## config.mk

```make
export PLATFORM = sky130hd
export DESIGN_NAME = memory_stm
export DESIGN_NICKNAME = d
export VERILOG_FILES = /design/src/rtl/memory_stm.sv
export SDC_FILE = /design/constraint.sdc
export NUM_CORES = 1
export LEC_CHECK = 0
export ABC_AREA = 1
export CAP_MARGIN = 20
export CORE_AREA = 2 2 144 146
export CTS_BUF_LIST = sky130_fd_sc_hd__clkbuf_8
export DETAILED_ROUTE_END_ITERATION = 6
export DIE_AREA = 0 0 146 148
export PLACE_DENSITY = 0.54
export SKIP_LAST_GASP = 1
export SLEW_MARGIN = 30
export SYNTH_ARGS = -nofsm -noshare
export SYNTH_HDL_FRONTEND = slang
export SYNTH_SLANG_ARGS = --single-unit
```

## constraint.sdc

```tcl
create_clock -name clk -period 4.4 [get_ports clk]
set_clock_uncertainty 0.2 [all_clocks]
set_input_delay 0.88 -clock clk [delete_from_list [all_inputs] [get_ports clk]]
set_output_delay 0.88 -clock clk [all_outputs]
set_load 0.02 [all_outputs]
```

## src/rtl/memory_stm.sv

```systemverilog
// Load/store engine: turns one load_data/store_data command into a single
// Wishbone classic cycle, stalls the core until it ends, returns extended load data.
module memory_stm #(
    parameter int TIMEOUT = 255,
    parameter int TW      = 8
) (
    input  logic        clk,
    input  logic        rst,
    input  logic        load_data,
    input  logic        store_data,
    input  logic [2:0]  funct3,
    input  logic [31:0] address,
    input  logic [31:0] store_value,
    output logic [31:0] load_value,
    output logic        stop_cycle,
    output logic        misaligned,
    output logic        bus_fault,
    output logic        wb_cyc,
    output logic        wb_stb,
    output logic        wb_we,
    output logic [31:0] wb_adr,
    output logic [3:0]  wb_sel,
    output logic [31:0] wb_dat_o,
    input  logic [31:0] wb_dat_i,
    input  logic        wb_ack,
    input  logic        wb_err
);

    typedef enum logic [1:0] {IDLE, BUS, DONE} state_t;

    localparam logic [TW-1:0] TMO = TW'(TIMEOUT);

    state_t        state;
    logic [TW-1:0] count;
    logic [2:0]    f3_q;
    logic [1:0]    off_q;

    logic          req;
    logic          legal;
    logic [3:0]    sel_n;
    logic [31:0]   dat_n;
    logic [31:0]   shifted;
    logic [31:0]   ext;

    // A store wins over a simultaneous load, so legality is judged as a store.
    assign req = load_data | store_data;

    always_comb begin
        legal = 1'b0;
        case (funct3)
            3'b000:  legal = 1'b1;
            3'b001:  legal = ~address[0];
            3'b010:  legal = (address[1:0] == 2'b00);
            3'b100:  legal = ~store_data;
            3'b101:  legal = ~store_data & ~address[0];
            default: legal = 1'b0;
        endcase
    end

    // Loads read the whole word and pick the lane afterwards; stores drive only their lanes.
    always_comb begin
        sel_n = 4'b1111;
        dat_n = 32'h0;
        if (store_data) begin
            case (funct3[1:0])
                2'b00: begin
                    sel_n = 4'b0001 << address[1:0];
                    dat_n = {4{store_value[7:0]}};
                end
                2'b01: begin
                    sel_n = 4'b0011 << address[1:0];
                    dat_n = {2{store_value[15:0]}};
                end
                default: begin
                    sel_n = 4'b1111;
                    dat_n = store_value;
                end
            endcase
        end
    end

    always_comb begin
        shifted = wb_dat_i >> {off_q, 3'b000};
        ext     = shifted;
        case (f3_q)
            3'b000:  ext = {{24{shifted[7]}}, shifted[7:0]};
            3'b001:  ext = {{16{shifted[15]}}, shifted[15:0]};
            3'b100:  ext = {24'h0, shifted[7:0]};
            3'b101:  ext = {16'h0, shifted[15:0]};
            default: ext = shifted;
        endcase
    end

    // The request cycle itself must stall, hence the combinational IDLE term.
    assign stop_cycle = ~rst & (((state == IDLE) & req & legal) | (state == BUS));
    assign misaligned = ~rst & (state == IDLE) & req & ~legal;

    always_ff @(posedge clk) begin
        if (rst) begin
            state      <= IDLE;
            count      <= '0;
            f3_q       <= 3'b000;
            off_q      <= 2'b00;
            load_value <= 32'h0;
            bus_fault  <= 1'b0;
            wb_cyc     <= 1'b0;
            wb_stb     <= 1'b0;
            wb_we      <= 1'b0;
            wb_adr     <= 32'h0;
            wb_sel     <= 4'b0000;
            wb_dat_o   <= 32'h0;
        end else begin
            case (state)
                IDLE: begin
                    bus_fault <= 1'b0;
                    count     <= '0;
                    if (req && legal) begin
                        f3_q     <= funct3;
                        off_q    <= address[1:0];
                        wb_we    <= store_data;
                        wb_adr   <= {address[31:2], 2'b00};
                        wb_sel   <= sel_n;
                        wb_dat_o <= dat_n;
                        wb_cyc   <= 1'b1;
                        wb_stb   <= 1'b1;
                        state    <= BUS;
                    end
                end
                BUS: begin
                    count <= count + 1'b1;
                    // err takes precedence over a simultaneous ack.
                    if (wb_err || (!wb_ack && count == TMO)) begin
                        load_value <= 32'h0;
                        bus_fault  <= 1'b1;
                        wb_cyc     <= 1'b0;
                        wb_stb     <= 1'b0;
                        state      <= DONE;
                    end else if (wb_ack) begin
                        load_value <= wb_we ? 32'h0 : ext;
                        wb_cyc     <= 1'b0;
                        wb_stb     <= 1'b0;
                        state      <= DONE;
                    end
                end
                DONE: begin
                    // Unconditional return keeps a still-held command from restarting.
                    bus_fault <= 1'b0;
                    count     <= '0;
                    wb_we     <= 1'b0;
                    state     <= IDLE;
                end
                default: state <= IDLE;
            endcase
        end
    end

endmodule

```

==> reports/metrics.yaml, run 1 <==
run_status: "completed"
hold_path.class: "reg2reg"
max_slew_margin_pct: 41.0
area_growth_syn_to_layout_pct: 42.9
first_iter_violations: 328
synthCells: 946
startpoint_type: "primary input"
cts-hold-fix-buffers: 0
worstPathRequired_ns: 3.32
die_y_um: 148
nNetsFinal: 1230
die_w_um: 146
async_flop_share_pct: 0
yosys-top-cells-area: "dfxtp_1, nand2_1, a21oi_1"
htreeDepth: 4
cts_inserted_buffers: 17
synth_top_area_share_pct: 39.5
port_buffers: 208
synthFlopType: "dfxtp_1"
hold_viol_final: 0
firstDrtPassIters: 5
routedWlPerCell_um: 14.5
worstSetupEndpointType: "output port"
yosysUniqueCellTypes: 29
clock_latency_ns: 0.44
grt_pass1_vias: 5972
antenna_found_initial: 0
hpwl_um: 14200
utilization_pct: 42.0
rsz0062_at_grt: "false"
p_per_area_nw_per_um2: 315
crit_type: "in2out"
cts.reportedPaths.clkPinSlew_ns: 0.07
fin_tns_setup_ns: 0
via_per_inst: 4.55
vias: 6408
coreArea_um2: 20000
finalCritPeriodShare_pct: 87.4
final_antenna_net_count: 0
drc: 0
syn_area_per_cell_um2: 6.22
num_rows: 52
ys.warnings.count: 0
cap_violations: 0
fin_crit_ns: 3.84
crit_path_max_fanout: 7
leakage_nw: 3.59
grt_first_pass_wirelength_um: 32200
ir_drop_mv: 0.159
worst_ep_arrival_time_ns: 2.76
drive_gt1_share_pct: 5.28
grt_use_total_pct: 18.9
clkSinkCount: 116
synth_area_um2: 5890
grt_max_degree: 74
cts_resized: 0
antennaDiodeCount: 0
cts_max_path_buffers: 2
grt.overflow.total: 0
drv_slew: 0
yosys.area.top_type: "dfxtp_1"
synth_edf_count: 0
totalWireLength_um: 20400
pin_count: 211
worst_pin_slew_ns: 0.882
yosys-top-cells-count: "nand2_1, a21oi_1, dfxtp_1"
synth_seq_cells: 116
stdcell_area_um2: 8410
routabilityCongestion: 0.817
place_area_um2: 8060
synth-seq-area-share_pct: 39.5
postCtsSetupBuffers: 0
synth_most_common_cell: "nand2_1"
cts_root_buf: "clkbuf_8"
max_freq_mhz: 260
setup_violations: 0
initial_core_util_pct: 29.4
cts_tree: "yes"
dieArea_um2: 21600
## power by group
group          internal, W  switching [W]
combinational     0.000264       0.000350
clock             0.000408       0.000492
sequential         0.00110      0.0000407
## placed cells by master (no fill, tap or decap), drive strengths merged
cell type        n
dfxtp          116
xor2             1
a21oi          120
o211ai          10
nand2          390
buf             10
a221oi           1
nor2            72
or2              1
clkdlybuf4s50  207
ha               1
clkinvlp         3
and2             1
nand3           46
o21ai           30
and3             1
nor3             2
inv             94
clkbuf          18
clkinv           8
nand4            3
conb             2
## routing by layer
| layer | GRT usage [%] | share of wire, % |
|---|---|---|
| met5 | 0 | 0 |
| met4 | 6.12 | 1.7 |
| met3 | 7.07 | 8.2 |
| met2 | 30.8 | 47 |
| met1 | 23.0 | 44 |
## worst paths after layout
path / startpoint / endpoint / slack (ns) / cells after the start
worst max-delay path: store_data / stop_cycle / 0.56 / 6
worst min-delay path: wb_dat_o[30] / wb_dat_o[30] / 0.26 / 2
worst min register to register: wb_dat_o[30] / wb_dat_o[30] / 0.26 / 2
worst max register to register: off_q[0] / load_value[22] / 1.61 / 7
## area by class of cell
| cell class | instances | area, um2 |
|---|---|---|
| clock buffer | 18 | 248 |
| clock inverter | 14 | 104 |
| fill | 2247 | 11600 |
| inverter | 91 | 342 |
| multi-input combinational | 681 | 2920 |
| sequential | 116 | 2320 |
| tap | 270 | 338 |
| timing repair buffer | 217 | 2140 |
## worst max-delay path, cell delays in order
cell	delay, ns
clkdlybuf4s50_1	0.65
nor2_1	0.09
nor2_1	0.20
nand3_2	0.14
a21oi_1	0.17
clkdlybuf4s50_1	0.62
## logic make-up after synthesis
kind of cell    Yosys count  synth area share (%)
simple gates            516                  34.9
compound gates          161                  14.2
buf+inv                 150                  11.1
flops                   116                  39.5
xor+xnor                  1                 0.149
fa+ha+maj                 1                 0.213
other cells               1                0.0637
## flip-flops by register name (all words and copies together), names as in the netlist
name / flops
load_value: 32
f3_q: 3
wb_we: 1
state: 2
off_q: 2
bus_fault: 1
count: 8
wb_stb: 1
wb_sel: 4
wb_adr: 30
wb_dat_o: 32
## metrics by stage
stage,worst slack [ns],std cells,hold slack [ns],power [W]
2_1_floorplan,1.48,947,0.238,0.00151
3_3_place_gp,0.592,1375,0.253,0.00178
3_5_place_dp,0.556,1375,0.255,0.00178
4_1_cts,0.548,1407,0.267,0.00269
5_1_grt,0.475,1407,0.285,0.00280
6_report,0.556,1407,0.264,0.00265
Power figures use the tool's default switching activity.
==> run 2: changes to the inputs <==
--- a/config.mk
+++ b/config.mk
@@ -17,3 +17,4 @@
 export SYNTH_ARGS = -nofsm -noshare
 export SYNTH_HDL_FRONTEND = slang
 export SYNTH_SLANG_ARGS = --single-unit
+export TNS_END_PERCENT = 20
==> results of run 2 <==
The final DEF is identical to that of run 1; final timing and power are the same.
==> run 3: changes to the inputs <==
--- a/config.mk
+++ b/config.mk
@@ -7,10 +7,10 @@
 export LEC_CHECK = 0
 export ABC_AREA = 1
 export CAP_MARGIN = 20
-export CORE_AREA = 2 2 144 146
+export CORE_AREA = 3 3 145 147
 export CTS_BUF_LIST = sky130_fd_sc_hd__clkbuf_8
 export DETAILED_ROUTE_END_ITERATION = 6
-export DIE_AREA = 0 0 146 148
+export DIE_AREA = 0 0 148 150
 export PLACE_DENSITY = 0.54
 export SKIP_LAST_GASP = 1
 export SLEW_MARGIN = 30
==> run 3 against run 2 <==
Against the previous run: global-route usage is 0.97 points lower; combinational power is essentially flat; worst setup slack better by 0.068 ns; register-to-register slack improved by 0.05 ns; final cell count about the same; fmax up 1.8%; via count fell by 1.1%; final area up 1.2%; wire length down 0.80%; largest cell class unchanged.
==> reports/metrics.yaml, run 3 (same netlist as run 1, synthesis figures left out) <==
run_status: "completed"
pin_count: 211
dp.cells: 1375
max_slew_margin_pct: 43.2
nNetsFinal: 1230
grt.overflow.total: 0
port_buffers: 208
fin_tns_setup_ns: 0
postCtsSetupBuffers: 0
crit_path_max_fanout: 8
htreeDepth: 4
grt_first_pass_wirelength_um: 31500
max_freq_mhz: 265
routabilityCongestion: 0.831
hold_path.class: "reg2reg"
grt_pass1_vias: 5989
worstSetupEndpointType: "output port"
final_antenna_net_count: 0
leakage_nw: 3.64
cap_violations: 0
power_w: 0.00285
regArea_um2: 2320
multi_input_area_um2: 2920
startpoint_type: "primary input"
drive_gt1_share_pct: 5.19
cts-hold-fix-buffers: 0
finalCritPeriodShare_pct: 85.8
cts.reportedPaths.clkPinSlew_ns: 0.08
grt_use_total_pct: 17.9
cts_tree: "yes"
drv_slew: 0
use_met3_pct: 6.54
final_cell_mix: "nand2_1, clkdlybuf4s50_1, a21oi_1"
cts_resized: 0
drc: 0
crit_type: "in2out"
first_iter_violations: 309
cts_root_buf: "clkbuf_8"
cts_inserted_buffers: 17
antenna_found_initial: 0
num_rows: 52
reg_top3: "load_value: 32 flops, wb_dat_o: 32 flops, wb_adr: 30 flops"
hold_viol_final: 0
met2_usage_pct: 28.9
utilization_pct: 42.5
dieArea_um2: 22200
clkSinkCount: 116
hpwl_um: 14300
cts_max_path_buffers: 2
grt_max_degree: 75
rsz0062_at_grt: "false"
firstDrtPassIters: 6
area_growth_syn_to_layout_pct: 44.6
totalWireLength_um: 20300
use_met1_pct: 22.3
filler_cell_count: 2231
ir_drop_mv: 0.157
vias: 6339
via_per_inst: 4.51
routedWlPerCell_um: 14.4
die_y_um: 150
initial_core_util_pct: 29.4
die_w_um: 148
worst_ep_arrival_time_ns: 2.70
worstPathRequired_ns: 3.32
worst_pin_slew_ns: 0.851
fin_crit_ns: 3.78
mostFrequentLayoutCell: "nand2_1"
top_usage_layer: "met2"
clock_latency_ns: 0.43
p_per_area_nw_per_um2: 335
fin_cells: 1406
coreArea_um2: 20000
antennaDiodeCount: 0
setup_violations: 0
-- run 3: final timing paths --
kind                                     from        endpoint  slack (ns)  depth (start not counted)
worst min-delay path            load_value[6]   load_value[6]        0.27                          2
worst max-delay path               store_data      stop_cycle        0.62                          6
worst max register to register       off_q[0]  load_value[24]        1.66                          7
worst min register to register  load_value[6]   load_value[6]        0.27                          2
-- run 3: area by class of cell --
type                            count  share of cell area (%)
Clock buffer                       17                    2.75
Multi-Input combinational cell    681                    34.3
Timing Repair Buffer              217                    25.3
Sequential cell                   116                    27.3
Inverter                           91                    4.01
Tap cell                          270                    3.97
Clock inverter                     14                    2.38
-- run 3: where the power goes --
part	switching (W)	internal, W
sequential	0.0000404	0.00110
combinational	0.000350	0.000266
clock	0.000473	0.000621
total	0.000864	0.00199
-- run 3: metrics by stage --
stage / setup WS (ns) / area (um2) / hold slack (ns)
6_report: 0.624 / 8510 / 0.266
4_1_cts: 0.609 / 8510 / 0.268
2_1_floorplan: 1.48 / 5890 / 0.238
5_1_grt: 0.483 / 8510 / 0.286
3_3_place_gp: 0.652 / 8070 / 0.251
3_5_place_dp: 0.626 / 8070 / 0.256
-- run 3: routing by layer --
layer	part of all wire, %	vias to the layer above	wire, um
li1	-	3301	-
met1	44	2843	8960
met2	46	175	9390
met3	8.0	20	1620
met4	1.5	0	314
met5	0	-	0
-- run 3: worst max-delay path: stages --
cell             delay (ns)
clkdlybuf4s50_1        0.65
nor2_1                 0.09
nor2_1                 0.18
nand3_2                0.10
a21oi_1                0.16
clkdlybuf4s50_1        0.63
